`src/rtl/median_window_feeder.sv`:
```
// median_window_feeder
//   Collects a serial stream of DATA_W-bit samples into a 5-deep sliding
//   window and presents all five slots in parallel, from registers, to the
//   5-input median sorter.
//
//   Handshake: a transfer happens on a rising clk edge when valid && ready.
//   in_ready does not depend on in_valid. An out_valid window stays
//   stable until out_ready is seen.
//
// Ports
//   clk, rst_n         clock (rising edge), asynchronous active-low reset
//   clear              synchronous flush; overrides a same-cycle accept
//   in_valid/in_ready  sample handshake; in_ready = !out_valid || out_ready
//   in_data            incoming sample
//   out_valid          window registers hold a new, unconsumed window
//   out_ready          downstream consumes the window this cycle
//   out_num0..4        window slots, out_num0 oldest, out_num4 newest
//   fill_cnt           number of valid samples held, 0..5
module median_window_feeder #(
  parameter int DATA_W   = 6,
  parameter bit EDGE_PAD = 1'b0
) (
  input  logic              clk,
  input  logic              rst_n,
  input  logic              clear,
  input  logic              in_valid,
  output logic              in_ready,
  input  logic [DATA_W-1:0] in_data,
  output logic              out_valid,
  input  logic              out_ready,
  output logic [DATA_W-1:0] out_num0,
  output logic [DATA_W-1:0] out_num1,
  output logic [DATA_W-1:0] out_num2,
  output logic [DATA_W-1:0] out_num3,
  output logic [DATA_W-1:0] out_num4,
  output logic [2:0]        fill_cnt
);

  typedef enum logic [1:0] {
    ST_EMPTY = 2'd0,
    ST_FILL  = 2'd1,
    ST_FULL  = 2'd2
  } state_t;

  state_t            state_q, state_d;
  logic [DATA_W-1:0] slot_q [5];
  logic [DATA_W-1:0] slot_d [5];
  logic [2:0]        cnt_q, cnt_d;
  logic              valid_q, valid_d;
  logic              accept;
  logic              win_full;

  // No skid buffer: a held window blocks new samples until it is consumed.
  assign in_ready = !valid_q || out_ready;
  assign accept   = in_valid && in_ready && !clear;

  always_comb begin
    state_d  = state_q;
    cnt_d    = cnt_q;
    slot_d   = slot_q;
    win_full = 1'b0;

    if (clear) begin
      state_d = ST_EMPTY;
      cnt_d   = 3'd0;
      for (int k = 0; k < 5; k++) slot_d[k] = '0;
    end else if (accept) begin
      // Default action is a shift toward slot0. Unwritten slots are still
      // zero while filling, so the shift also covers the first sample.
      for (int k = 0; k < 4; k++) slot_d[k] = slot_q[k+1];
      slot_d[4] = in_data;
      case (state_q)
        ST_EMPTY: begin
          if (EDGE_PAD) begin
            for (int k = 0; k < 5; k++) slot_d[k] = in_data;
            cnt_d    = 3'd5;
            state_d  = ST_FULL;
            win_full = 1'b1;
          end else begin
            cnt_d   = 3'd1;
            state_d = ST_FILL;
          end
        end
        ST_FILL: begin
          cnt_d = cnt_q + 3'd1;
          if (cnt_q == 3'd4) begin
            state_d  = ST_FULL;
            win_full = 1'b1;
          end
        end
        ST_FULL: begin
          win_full = 1'b1;
        end
        default: begin
          state_d = ST_EMPTY;
          cnt_d   = 3'd0;
        end
      endcase
    end

    // Priority: clear, then a newly completed window, then consumption.
    if (clear)          valid_d = 1'b0;
    else if (win_full)  valid_d = 1'b1;
    else if (out_ready) valid_d = 1'b0;
    else                valid_d = valid_q;
  end

  always_ff @(posedge clk or negedge rst_n) begin
    if (!rst_n) begin
      state_q <= ST_EMPTY;
      cnt_q   <= 3'd0;
      valid_q <= 1'b0;
      for (int k = 0; k < 5; k++) slot_q[k] <= '0;
    end else begin
      state_q <= state_d;
      cnt_q   <= cnt_d;
      valid_q <= valid_d;
      for (int k = 0; k < 5; k++) slot_q[k] <= slot_d[k];
    end
  end

  assign out_valid = valid_q;
  assign fill_cnt  = cnt_q;
  assign out_num0  = slot_q[0];
  assign out_num1  = slot_q[1];
  assign out_num2  = slot_q[2];
  assign out_num3  = slot_q[3];
  assign out_num4  = slot_q[4];

endmodule

```
`config.mk`:
```
export PLATFORM = sky130hd
export DESIGN_NAME = median_window_feeder
export DESIGN_NICKNAME = d
export VERILOG_FILES = /design/src/rtl/median_window_feeder.sv
export SDC_FILE = /design/constraint.sdc
export NUM_CORES = 1
export LEC_CHECK = 0
export CAP_MARGIN = 15
export CORE_ASPECT_RATIO = 0.5
export CORE_MARGIN = 3
export CORE_UTILIZATION = 33
export CTS_CLUSTER_SIZE = 16
export DETAILED_ROUTE_END_ITERATION = 10
export GPL_TIMING_DRIVEN = 0
export PLACE_DENSITY = 0.69
export SLEW_MARGIN = 15
export SYNTH_ARGS = -nofsm -noshare
export SYNTH_HDL_FRONTEND = slang
export SYNTH_SLANG_ARGS = --single-unit
```
`constraint.sdc`:
```
create_clock -name clk -period 1.7 [get_ports clk]
set_input_delay 0.425 -clock clk [delete_from_list [all_inputs] [get_ports clk]]
set_output_delay 0.425 -clock clk [all_outputs]
set_load 0.03 [all_outputs]
```
**Word level (Yosys, flattened, before mapping)**

Cells that the tools add are included.

- Bits in registers: 36
- Input bits: 11
- Output and inout bits: 35
- Logic and storage cells: 40

- Add/subtract/negate cells: 1
- Eq/ne operators: 5
- Muxes and demuxes: 16
- Reduce and logical (&&, ||, !) cells: 10

Operator list:

| kind | number |
|---|---|
| $mux 30 | 2 |
| $pmux 3 s3 | 1 |
| $mux 1 | 6 |
| $mux 2 | 3 |
| $mux 3 | 2 |
| $pmux 2 s3 | 1 |
| $add 3x1->3 const B | 1 |
| $eq 3x3->1 const B | 1 |
| $ne 3x3->1 const B | 1 |
| $reduce_and 3->1 | 1 |
| $reduce_bool 3->1 | 1 |
| $eq 2x1->1 const B | 1 |
| $eq 2x2->1 const B | 1 |
| $logic_and 1x1->1 | 2 |
| $logic_not 1->1 | 2 |
| $logic_not 2->1 | 1 |
| $ne 2x2->1 const B | 1 |
| $pmux 1 s2 | 1 |
| $reduce_and 2->1 | 1 |
| $reduce_bool 2->1 | 1 |
| $logic_or 1x1->1 | 1 |

**Depth between registers and ports, before layout**

Gate-level depths: netlist (run 1).

- Depth after elaboration: 8
- Depth in mapped cells: 6
- Gate-level depth less buffers: 5

**Worst setup path before layout (run 1)**

OpenSTA, ideal clock, no wires.

- Path type: register to register
- Start: register valid_q, in the netlist out_valid
- End: register slot_q (netlist bit out_num0[0])
- Library setup time: 121 ps
- Arrival time: 1413 ps
- Required time: 1579 ps
- Path slack: 166 ps
- Stages on the path, launching flop included: 7
- Buffers on the path: 2
- Clock period less this slack: 1534 ps
- Path through: dfrtp_1 > nor2b_4 > buf_6 > inv_2 > a21oi_1 > buf_2 > a22o_1

- Cells in the longest elaborated chain, start to end: 5

RTL lines:

| item | line | source |
|---|---|---|
| start: declaration | 49 | `logic valid_q, valid_d;` |
| start signal: assignment | 117 | `valid_q <= valid_d;` |
| $logic_not 1->1 | 54 | `assign in_ready = !valid_q \|\| out_ready;` |
| $logic_or 1x1->1 | 54 |  |
| named net in_ready | 27 | `output logic in_ready,` |
| $logic_and 1x1->1 (2 in series) | 55 | `assign accept = in_valid && in_ready && !clear;` |
| $reduce_bool 2->1 (no line) | n/a |  |
| end: declaration | 46 | `logic [DATA_W-1:0] slot_q [5];` |

The timed path passes the listed nets, and every way through them passes these cells.
A chain may end at the register's enable or synchronous reset.

**Final worst setup path (run 1)**

- Start: register state_q[0]
- End: register cnt_q[2], in the netlist fill_cnt[2]

- Cells in the longest elaborated chain, start to end: 4
- Elaborated cells on any way between the ends: 8
- Those cells by class: eq/ne: 3; mux: 3; reduce/logical: 2

RTL lines:

| item | line | source |
|---|---|---|
| start: declaration | 45 | `state_t state_q, state_d;` |
| start signal: assignment | 115 | `state_q <= state_d;` |
| $eq 2x2->1 (tied with other cells) | 72 | `case (state_q)` |
| $pmux 3 s3 | 72 |  |
| $mux 3 | 67 | `end else if (accept) begin` |
| $mux 3 | 63 | `if (clear) begin` |
| end signal: assignment | 116 | `cnt_q <= cnt_d;` |
| end: declaration | 48 | `logic [2:0] cnt_q, cnt_d;` |

Parallel ways exist; a longest one is shown, timed or not. The select of a mux whose other input is x is not followed.

==> out/summary.log, run 1 <==
[run_status] result of the run completed
[sta] final-report hold violation count 0
[final_layout] utilization of the core after routing 50.6%
[pwr] total leakage power 1.10 nW
[drt] Residual DRC 0
[yosys] Main synth FF type sky130_fd_sc_hd__dfrtp_1
[drt] Routed WL 3370 um
[yosys] most frequently used cell type in the post-synthesis netlist sky130_fd_sc_hd__dfrtp_1
[worst_setup_path] launching element type of the critical path flip-flop
[worst_setup_path] CP endpoint kind flip-flop
[yosys] leading post-synthesis cells by cell area sky130_fd_sc_hd__dfrtp_1 (61%), sky130_fd_sc_hd__a22o_1 (18%), sky130_fd_sc_hd__ha_1 (5.1%), sky130_fd_sc_hd__buf_2 (2.0%), sky130_fd_sc_hd__nand2b_1 (1.7%)
[worst_setup_path] crit path DAT 1.79 ns
[worst_setup_path] endpoint of the lowest-slack register-to-register path fill_cnt[2]$_DFFE_PN0P_
[yosys] share of async-settable or async-resettable flops after synthesis 100%
[final_layout] Layout area overhead 40.1%
[worst_setup_path] Crit-path slowest cell sky130_fd_sc_hd__or4_1
[placed_design] Port Buffer Count 44
[die] Initial Utilization 36.1%
[sta] number of endpoints failing setup at the final stage 0
[sta] count of final max-slew check failures 0
[yosys] fraction of the yosys area taken by sequential cells 60.8%
[clocking] clock tree buffer depth 2
[worst_setup_path] series of cell instances along the critical path inv_1 > ha_1 > nand2b_4 > or4_1 > a31oi_1
[drt] drt wl/cell 15.3 um
[drt] total number of vias 1095
[yosys] warning count from the yosys run 0
[clocking] Clock transition at path regs 0.07 ns
[clocking] clock root buffer master sky130_fd_sc_hd__clkbuf_8
[worst_setup_path] required time of the critical path 1.91 ns
[hold_path] Hold/Removal Path Class reg2reg
[worst_setup_path] endpoint of the most critical setup path fill_cnt[2]$_DFFE_PN0P_
[yosys] average instance area after synthesis 13.1 um^2
[drt] iteration-0 DRC count of the detailed router 28
[worst_setup_path] Critical Path Fanout Max 7
[clocking] TritonCTS Buffers 5
[worst_setup_path] worst-case register-to-register setup slack 0.12 ns
[sta] TNS Setup 0 ns
[final_layout] fraction of layout instances using a drive strength above 1 12.6%
[global_route] number of global-route vias before repair 1115
[drt] via/cell ratio 4.95
[pwr] overall power after layout 1.73 mW
[die] number of I/O pins 46
[global_route] pin count of the biggest net entering global routing 31
[final_layout] # nets final 183
[worst_setup_path] Crit Path Category reg2reg
[clocking] Clock Latency Late Sink 0.29 ns
[yosys] cell taking the most area after synthesis sky130_fd_sc_hd__dfrtp_1
[die] core area 4100 um^2
[yosys] syn_nets 130
[die] die outline width 101 um
[pwr] worst vdd ir 0.335 mV
[sta] final clock period utilization by the worst path 92.9%
[sta] fmax 0.633 GHz
[run] Maximum Capacitance Violations 0
[placed_design] final RePlAce weighted congestion 0.724
[yosys] total of flip-flops plus latches after synthesis 36
[sta] unrepaired setup endpoints after global routing false
[yosys] number of synthesized flops with an enable pin 0
[drt] router iterations before antenna repair 4
[global_route] initial antenna violation count 0
[worst_setup_path] worst setup path startpoint state_q[0]$_DFFE_PN0P_
[final_layout] post-layout instance area 2080 um^2
[placed_design] total cell area at the placement stage 2010 um^2
[die] std cell rows 16
[sta] time the worst path needs with I/O delays and setup 1.58 ns
[yosys] number of distinct library cells after synthesis 25
[die] Die Area 5380 um^2
[sta] headroom to the max-slew limit 76.1%
[die] Chip Height 53.4 um
[yosys] share of Yosys cell area claimed by the top area cell type 60.8%
[clocking] clock net sink count 36
[global_route] wire length of the first global-routing pass 5560 um
[worst_setup_path] number of cells traversed by the worst register-to-register path 5
[worst_setup_path] longest individual stage delay on the worst path 0.47 ns
[drt] post-detailed-route count of antenna-violating nets 0
[clocking] H-tree level count 2
[global_route] Congestion Overflow GR 0
[yosys] total standard cell area after synthesis 1480 um^2
[clocking] CTS tree built
[pwr] cell area power density 834 nW/um^2
[worst_setup_path] launching point of the worst reg2reg path state_q[0]$_DFFE_PN0P_
[yosys] cell count after synthesis 113
[sta] worst-case clock skew 0.00174 ns
[global_route] Global Route Usage Sum 13.7%
[placed_design] detailed-placement wirelength estimate 2500 um
[yosys] most common library cells after synthesis sky130_fd_sc_hd__dfrtp_1 (36), sky130_fd_sc_hd__a22o_1 (30), sky130_fd_sc_hd__buf_2 (6), sky130_fd_sc_hd__ha_1 (6)
[final_layout] Antenna diodes 0
[sta] Worst-Margin Slew 0.350 ns
==> cells by family after synthesis <==
| family | share of synthesized area (%) |
|---|---|
| compound gates | 22.6 |
| flops | 60.8 |
| simple gates | 6.58 |
| buf+inv | 4.30 |
| fa+ha+maj | 5.06 |
| mux | 0.675 |
==> routing by layer <==
metal	vias to the layer above	GRT usage [%]	routed length (um)
met1	542	16.1	1400
met3	6	3.29	118
met5	-	0	0
li1	532	-	-
met4	0	4.70	48
met2	15	24.7	1800
==> sequential cells by signal, indices dropped and copies added (netlist names) <==
signal / count
fill_cnt: 3
out_num2: 6
out_num0: 6
state_q: 2
out_valid: 1
out_num3: 6
out_num4: 6
out_num1: 6
==> worst max-delay path, delay by kind of cell, from the launching register on <==
kind | cells | cell delay [ns]
AOI/OAI and AO/OA | 1 | 0.13
adders and majority gates | 1 | 0.24
DFF | 1 | 0.39
buffers and inverters | 1 | 0.09
and+or+nand+nor | 2 | 0.65
==> placed cells by master, fill, tap and decap left out, drive strengths merged, types with 2 or more instances in the layout <==
cell type	count
a21oi	3
a22o	30
a31oi	2
buf	10
clkbuf	8
clkdlybuf4s50	7
dfrtp	36
dlygate4sd2	35
ha	6
inv	5
nand2	2
nand2b	4
nor2b	2
nor3	4
o21ai	2
==> timing repair <==
item / in CTS / in global routing
pin swaps: 0 / 1
resized for setup: 43 / 2
hold endpoints to repair: 6 / 0
endpoints found under the setup margin: 35 / 1
setup buffers: 0 / 0
hold buffers: 1 / 0
==> worst min-delay path by stage <==
stage | start | to | depth (start not counted)
floorplan | rst_n | fill_cnt[0]$_DFFE_PN0P_ | 0
finish | out_num0[2]$_DFFE_PN0P_ | out_num0[2]$_DFFE_PN0P_ | 1
global route | out_num0[5]$_DFFE_PN0P_ | out_num0[5]$_DFFE_PN0P_ | 1
detailed placement | rst_n | fill_cnt[1]$_DFFE_PN0P_ | 1
CTS | rst_n | state_q[0]$_DFFE_PN0P_ | 2
global placement | out_num0[2]$_DFFE_PN0P_ | out_num0[2]$_DFFE_PN0P_ | 1
==> per-stage QoR <==
step | instances | worst slack [ns] | hold WS (ns)
floorplan | 113 | 0.166 | 0.129
global placement | 211 | -0.603 | 0.490
detailed placement | 212 | -0.602 | 0.280
CTS | 221 | 0.00293 | 0.504
global route | 221 | 0.00939 | 0.523
finish | 221 | 0.121 | 0.506
==> power by group <==
part | switching, mW | internal [mW] | total, mW
logic | 0.124 | 0.0765 | 0.201
clock network | 0.304 | 0.329 | 0.634
registers | 0.0186 | 0.878 | 0.897
total | 0.447 | 1.28 | 1.73
==> layout make-up <==
| class | instances | area, um^2 |
|---|---|---|
| buffer | 8 | 45.0 |
| clock buffer | 7 | 86.3 |
| clock inverter | 1 | 7.51 |
| fill | 376 | 2030 |
| inverter | 5 | 21.3 |
| multi-input combinational | 64 | 526 |
| sequential | 36 | 901 |
| tap | 54 | 67.6 |
| timing repair buffer | 46 | 423 |
No activity file was read; power rests on OpenSTA's default activity.
==> inputs of run 2 (changes only) <==
SKIP_CTS_REPAIR_TIMING = 1   (was not set)
==> run 2 against run 1 <==
Power up 0.77%. Clock-buffer cell count unchanged. Via count up 0.73%. Flip-flop and latch count unchanged. Cell count unchanged. Maximum frequency up 0.18%. Register-to-register slack about the same. Sequential power about the same. Clock power about the same. Critical path depth unchanged. Largest cell class unchanged. Highest routed layer unchanged.
==> out/summary.log, run 2 (synthesized netlist as in run 1, its figures left out) <==
[sta] fmax 0.635 GHz [was 0.633 GHz]
[sta] Worst-Margin Slew 0.354 ns [was 0.350 ns]
[worst_setup_path] required time of the critical path 1.91 ns [about the same]
[sta] final clock period utilization by the worst path 92.7% [was 92.9%]
[hold_path] startpoint of the worst hold path out_num0[2]$_DFFE_PN0P_ [unchanged]
[global_route] wire length of the first global-routing pass 5520 um [was 5560 um]
[run_status] result of the run completed [unchanged]
[sta] count of final max-slew check failures 0 [unchanged]
[global_route] initial antenna violation count 0 [unchanged]
[die] number of I/O pins 46 [unchanged]
[placed_design] final RePlAce weighted congestion 0.724 [unchanged]
[clocking] TritonCTS Buffers 5 [unchanged]
[die] Chip Height 53.4 um [unchanged]
[clocking] Clock Latency Late Sink 0.28 ns [was 0.29 ns]
[drt] Routed WL 3460 um [was 3370 um]
[final_layout] utilization of the core after routing 54.0% [was 50.6%]
[clocking] H-tree level count 2 [unchanged]
[worst_setup_path] CP endpoint kind flip-flop [unchanged]
[drt] via/cell ratio 4.99 [was 4.95]
[sta] unrepaired setup endpoints after global routing false [unchanged]
[final_layout] post-layout instance area 2220 um^2 [was 2080 um^2]
[final_layout] commonest cells after routing, fill and taps aside sky130_fd_sc_hd__dfrtp_1 (36), sky130_fd_sc_hd__dlymetal6s2s_1 (35), sky130_fd_sc_hd__a22o_1 (30) [was sky130_fd_sc_hd__dfrtp_1 (36), sky130_fd_sc_hd__dlygate4sd2_1 (35), sky130_fd_sc_hd__a22o_1 (30)]
[clocking] clock root buffer master sky130_fd_sc_hd__clkbuf_8 [unchanged]
[worst_setup_path] crit path DAT 1.79 ns [about the same]
[worst_setup_path] launching element type of the critical path flip-flop [unchanged]
[sta] time the worst path needs with I/O delays and setup 1.58 ns [about the same]
[global_route] number of global-route vias before repair 1117 [was 1115]
[hold_path] Hold/Removal Path Class reg2reg [unchanged]
[die] Die Area 5380 um^2 [unchanged]
[final_layout] Antenna diodes 0 [unchanged]
[hold_path] number of instances on the worst hold path 1 [unchanged]
[placed_design] detailed-placement wirelength estimate 2500 um [unchanged]
[die] core area 4100 um^2 [unchanged]
[worst_setup_path] endpoint of the lowest-slack register-to-register path fill_cnt[2]$_DFFE_PN0P_ [unchanged]
[drt] router iterations before antenna repair 4 [unchanged]
[clocking] Clock transition at path regs 0.07 ns [about the same]
[die] std cell rows 16 [unchanged]
[hold_path] Endpoint, Worst Hold out_num0[2]$_DFFE_PN0P_ [unchanged]
[placed_design] total cell area at the placement stage 2010 um^2 [unchanged]
[drt] iteration-0 DRC count of the detailed router 43 [was 28]
[global_route] Congestion Overflow GR 0 [unchanged]
[worst_setup_path] worst-case register-to-register setup slack 0.12 ns [about the same]
[die] Initial Utilization 36.1% [unchanged]
[worst_setup_path] Critical Path Fanout Max 7 [unchanged]
[worst_setup_path] Crit Path Category reg2reg [unchanged]
[drt] drt wl/cell 15.7 um [was 15.3 um]
[sta] worst-case clock skew 0.00178 ns [was 0.00174 ns]
[pwr] total leakage power 1.56 nW [was 1.10 nW]
[drt] total number of vias 1103 [was 1095]
[sta] headroom to the max-slew limit 75.8% [was 76.1%]
[placed_design] Port Buffer Count 44 [unchanged]
[pwr] worst vdd ir 0.342 mV [was 0.335 mV]
[die] die outline width 101 um [unchanged]
[drt] Residual DRC 0 [unchanged]
[pwr] cell area power density 787 nW/um^2 [was 834 nW/um^2]
[final_layout] # nets final 183 [unchanged]
[run] Maximum Capacitance Violations 0 [unchanged]
[sta] worst setup slack after layout 0.124 ns [was 0.121 ns]
[clocking] clock net sink count 36 [unchanged]
[clocking] CTS tree built [unchanged]
[placed_design] pre-CTS worst setup slack -0.602 ns [unchanged]
[clocking] clock tree buffer depth 2 [unchanged]
[global_route] Global Route Usage Sum 13.5% [was 13.7%]
[sta] number of endpoints failing setup at the final stage 0 [unchanged]
[final_layout] fraction of layout instances using a drive strength above 1 12.6% [unchanged]
[final_layout] most frequent standard cell in the layout excluding fill and tap cells sky130_fd_sc_hd__dfrtp_1 [unchanged]
[global_route] pin count of the biggest net entering global routing 31 [unchanged]
[drt] post-detailed-route count of antenna-violating nets 0 [unchanged]
[final_layout] Layout area overhead 49.5% [was 40.1%]
[worst_setup_path] number of cells traversed by the worst register-to-register path 5 [unchanged]
[sta] final-report hold violation count 0 [unchanged]
[worst_setup_path] launching point of the worst reg2reg path state_q[0]$_DFFE_PN0P_ [unchanged]
==> run 2: worst max-delay path by stage <==
stage,startpoint,end,cells after the start
global placement,out_ready,in_ready,5
global route,state_q[0]$_DFFE_PN0P_,fill_cnt[2]$_DFFE_PN0P_,5
detailed placement,out_ready,in_ready,5
floorplan,out_valid$_DFFE_PN0P_,out_num0[0]$_DFFE_PN0P_,6
finish,state_q[0]$_DFFE_PN0P_,fill_cnt[2]$_DFFE_PN0P_,5
CTS,out_ready,in_ready,5
==> run 2: cell type report <==
class / count / area [um^2]
plain buffers: 8 / 52.6
clock buffers: 7 / 86.3
clock inverters: 1 / 7.51
fillers: 352 / 1890
inverters: 5 / 21.3
multi-input cells: 64 / 526
flip-flops and latches: 36 / 901
well taps: 54 / 67.6
repair buffers: 46 / 554
==> run 2: stage by stage <==
stage,hold slack [ns],power [mW],setup TNS (ns),cells
3_5_place_dp,0.280,1.13,-7.13,212
6_report,0.509,1.74,0,221
5_1_grt,0.522,1.82,0,221
4_1_cts,-0.0349,1.77,-3.49,220
2_1_floorplan,0.129,1.02,0,113
3_3_place_gp,0.490,1.12,-26.43,211
==> run 2: critical path, cell delays in order, from the launching register on <==
cell and delay, ns:
sky130_fd_sc_hd__dfrtp_1 0.39, sky130_fd_sc_hd__inv_1 0.09, sky130_fd_sc_hd__ha_1 0.24, sky130_fd_sc_hd__nand2b_4 0.18
sky130_fd_sc_hd__or4_1 0.47, sky130_fd_sc_hd__a31oi_1 0.13
==> run 2: report_power, final <==
part           internal, mW  total (mW)  switching, mW
logic                0.0898       0.216          0.126
clock network         0.329       0.632          0.303
registers             0.878       0.897         0.0189
total                  1.30        1.74          0.448
==> run 2: per-layer routing <==
| metal | up-vias | GRT usage, % | wire (um) |
|---|---|---|---|
| met3 | 10 | 3.16 | 94 |
| met2 | 17 | 23.7 | 1790 |
| met4 | 0 | 4.70 | 98 |
| li1 | 531 | - | - |
| met1 | 545 | 16.5 | 1480 |
| met5 | - | 0 | 0 |
==> RTL change 1 (config.mk and constraints of run 1) <==
Set the parameter `EDGE_PAD` to 1'b1 (it was 1'b0).
--- a/src/rtl/median_window_feeder.sv
+++ b/src/rtl/median_window_feeder.sv
@@ -18,7 +18,7 @@
 //   fill_cnt           number of valid samples held, 0..5
 module median_window_feeder #(
   parameter int DATA_W   = 6,
-  parameter bit EDGE_PAD = 1'b0
+  parameter bit EDGE_PAD = 1'b1
 ) (
   input  logic              clk,
   input  logic              rst_n,
Formal check against the unedited RTL: not equivalent (Yosys sat finds a counterexample within 4 cycles, from zero or initial values and one cycle with rst_n low).
==> RTL change 1 against run 1 <==
  * Via count is 1.3% higher
  * Critical path type is now flop to output port
  * Sequential share of layout area down 2.3 points
  * Hold slack lost 310 ps
  * Setup slack got worse by 38 ps
  * Routed wire length increased by 1.1%
  * First-iteration DRC count grew 96%
  * Synthesized cell count fell by 0.88%
  * Critical path depth shrank 3
  * Design area fell by 6.1%
  * Total power up 5.0%
  * Sequential cell count decreased by 4
  * Area after synthesis down 6.1%
==> RTL change 1: results (changes against run 1) <==
Reg2reg end -> out_num4[3]
Vias in the first global route -> 1121 (+0.54%)
Outcome -> finished, final reports clean
Share of post-route cells with drive strength above 1 -> 0.170 (+0.0439)
Global placement routability congestion -> 0.803 (+11%)
Total GRT Usage -> 0.145 (+0.00821)
Part of the power in combinational logic -> 0.214 (+0.098)
Worst reg2reg setup slack -> 350 ps (+230 ps)
Post-DP HPWL -> 2.47 mm (-1.2%)
Post-synthesis net count -> 123 (-5.4%)
Compound-gate portion of the synthesized area -> 0.294 (+0.0676)
Sequential share of the synthesized area -> 0.575 (-0.0326)
Fill cells -> 347 (-7.7%)
DP Area -> 0.00189 mm2 (-5.7%)
Vias per Instance -> 5.13 (+3.6%)
Peak supply drop -> 361 uV (+7.9%)
NetSw -> 0.536 mW (+20%)
HP Class -> input pin to asynchronous set/reset pin
Setup WS pre-CTS -> -492 ps (+110 ps)
Crit path max fanout -> 6 (-1)
Top cells by count, synth -> 32 x dfrtp_1, 24 x a21oi_1, 24 x o2bb2ai_1
Synth Area in Adders -> 0 (-0.0506)
Clk_lat worst skew -> 270 ps (-20 ps)
Routed WL per cell -> 15.8 um (+3.5%)
DR iter-0 viols -> 55 (+96%)
Worst r2r path cells -> 4 (-1)
Leading post-synthesis cells by cell area -> dfrtp_1 58%, o2bb2ai_1 15%, a21oi_1 8.6%
RTL change 1: cell types whose count changed after synthesis, sizes merged, moves of 2 or more:
cell	change
buf	+3
o2bb2ai	+23
nand2b	-4
nand2	-2
nor3	-4
a22o	-24
inv	-3
a31oi	-2
dfrtp	-4
a21oi	+22
ha	-6
nor2b	+5
RTL change 1: cells by family (layout without fill, tap and decap cells):
group,Yosys count,after routing
buf+inv,12,65
simple gates,11,11
flops,32,32
other cells,1,1
compound gates,56,56
RTL change 1: metrics by stage:
step | util | cells | hold WS, ps
CTS | 0.520 | 215 | 231
floorplan | - | 112 | 129
detailed placement | 0.507 | 207 | 474
global route | 0.522 | 216 | 252
finish | 0.522 | 216 | 195
global placement | 0.508 | 207 | 476
RTL change 1: critical path, cell delays in order, from the launching register on:
cell and delay (ps):
dfrtp_1 430, buf_4 140, clkdlybuf4s15_1 350
RTL change 1: worst max-delay path by stage:
stage,startpoint,end
after floorplan,out_valid,out_num4[0]
after global placement,out_ready,in_ready
after detailed placement,out_ready,in_ready
after CTS,out_ready,in_ready
after global routing,fill_cnt[0],fill_cnt[2]
final,fill_cnt[0],fill_cnt[2]
RTL change 1: cell type report:
cell class	count	area share
clock buffers	8	0.0462
well taps	51	0.0327
repair buffers	45	0.207
flip-flops and latches	32	0.411
inverters	2	0.00385
plain buffers	10	0.0456
multi-input cells	68	0.254
RTL change 1: layer usage:
layer	global-route usage	share of wire	vias up
met1	0.190	0.47	555
met3	0.0428	0.042	2
met4	0.0345	0.0035	0
li1	-	-	527
met2	0.240	0.48	25
met5	0	0	-
RTL change 1: repair_timing:
item / 4_1_cts / 5_1_grt
pin swaps: 0 / 0
resized for setup: 36 / 6
endpoints found under the setup margin: 34 / 2
setup buffers: 0 / 1
hold buffers: 0 / 0
==> RTL change 2 (settings of run 1) <==
Made on the original files. Re-encode `state_t` (3 states) as one-hot, 3 bits wide.
--- a/src/rtl/median_window_feeder.sv
+++ b/src/rtl/median_window_feeder.sv
@@ -36,10 +36,10 @@
   output logic [2:0]        fill_cnt
 );
 
-  typedef enum logic [1:0] {
-    ST_EMPTY = 2'd0,
-    ST_FILL  = 2'd1,
-    ST_FULL  = 2'd2
+  typedef enum logic [2:0] {
+    ST_EMPTY = 3'b001,
+    ST_FILL  = 3'b010,
+    ST_FULL  = 3'b100
   } state_t;
 
   state_t            state_q, state_d;
Formal check against the unedited RTL: no difference found for any inputs over 10 cycles, from zero or initial values and one cycle with rst_n low; not proved beyond that.
==> RTL change 2 against run 1 <==
  * Total power grew 11%
  * Setup slack worse by 56 ps
  * Area after synthesis rose by 21%
  * Design area is 17% higher
  * Sequential cell count grew 1
  * Routed wire length is 35% higher
  * Clock power up 25%
  * Core utilization shrank 2.8 points
  * Combinational power increased by 6%
  * Maximum frequency is 3.4% lower
  * Synthesized cell count increased by 65%
  * Via count increased by 45%
  * Global-route usage up 0.66 points
  * Largest cell class unchanged
  * Highest routed layer unchanged
==> RTL change 2: results (changes against run 1) <==
Setup WS pre-CTS -> -897 ps (-295 ps)
Peak supply drop -> 524 uV (+56%)
DP Cell Count -> 300 (+42%)
Slowest stage cell, crit path -> dfrtp_1
Layout non-clock buf frac -> 0.222 (-0.00308)
Clk cell area share -> 0.0478 (+0.00266)
Crit path max fanout -> 18 (+11)
Tot Pwr -> 1.93 mW (+11%)
Port bufs -> 43 (-2.3%)
Mapped Cells -> 186 (+65%)
HP Class -> input pin to flop
Routed WL per cell -> 14.8 um (-3.3%)
Met2 Wirelength -> 2.32 mm (+29%)
Fin area -> 0.00243 mm2 (+17%)
Total GRT Usage -> 0.143 (+0.00656)
Leading post-synthesis cells by cell area -> dfrtp_1 50%, a21oi_1 9.2%, o21ai_0 8.6%
Yosys cell types -> 35 (+40%)
Global placement routability congestion -> 0.788 (+8.8%)
Non-filler instance count after layout -> 309 (+40%)
Top cells by count, synth -> 36 x dfrtp_1, 33 x a21oi_1, 31 x o21ai_0
Tap Cells -> 70 (+30%)
M2 GR Usage -> 0.241 (-0.00590)
Int Power -> 1.46 mW (+14%)
Share of post-route cells with drive strength above 1 -> 0.109 (-0.0170)
Outcome -> finished, final reports clean
Nets -> 251 (+37%)
HP Start -> clear
LEAKAGE -> 1.15 nW (+5.1%)
Multi-input gate share of the layout cell area -> 0.300 (+0.0474)
Combinational cell power -> 0.213 mW (+6%)
Critical R2R Launch -> fill_cnt[0]
## RTL change 2: cell types whose count changed after synthesis, moves of 2 or more
cell,change
a21oi_1,+30
a22o_1,-30
and2b_2,+2
buf_2,-3
clkbuf_1,+9
clkbuf_8,+3
ha_1,-4
nand2_1,-2
nand2b_1,-4
nand3_1,+30
nor3_1,-3
nor4b_1,+2
o21ai_0,+29
o31ai_1,+4
## RTL change 2: kinds of logic after synthesis
group / Yosys count / synth area share
AOI/OAI and AO/OA: 77 / 0.234
and+or+nand+nor: 45 / 0.158
DFF: 37 / 0.515
buffers and inverters: 25 / 0.0792
adders and majority gates: 2 / 0.0139
## RTL change 2: timing repair
action                                  4_1_cts  5_1_grt
pin swaps                                     0        0
buffers inserted                              1        0
endpoints found under the hold margin         5        0
gates resized for setup                      44        3
hold buffers                                  1        0
endpoints found under the setup margin       35       23
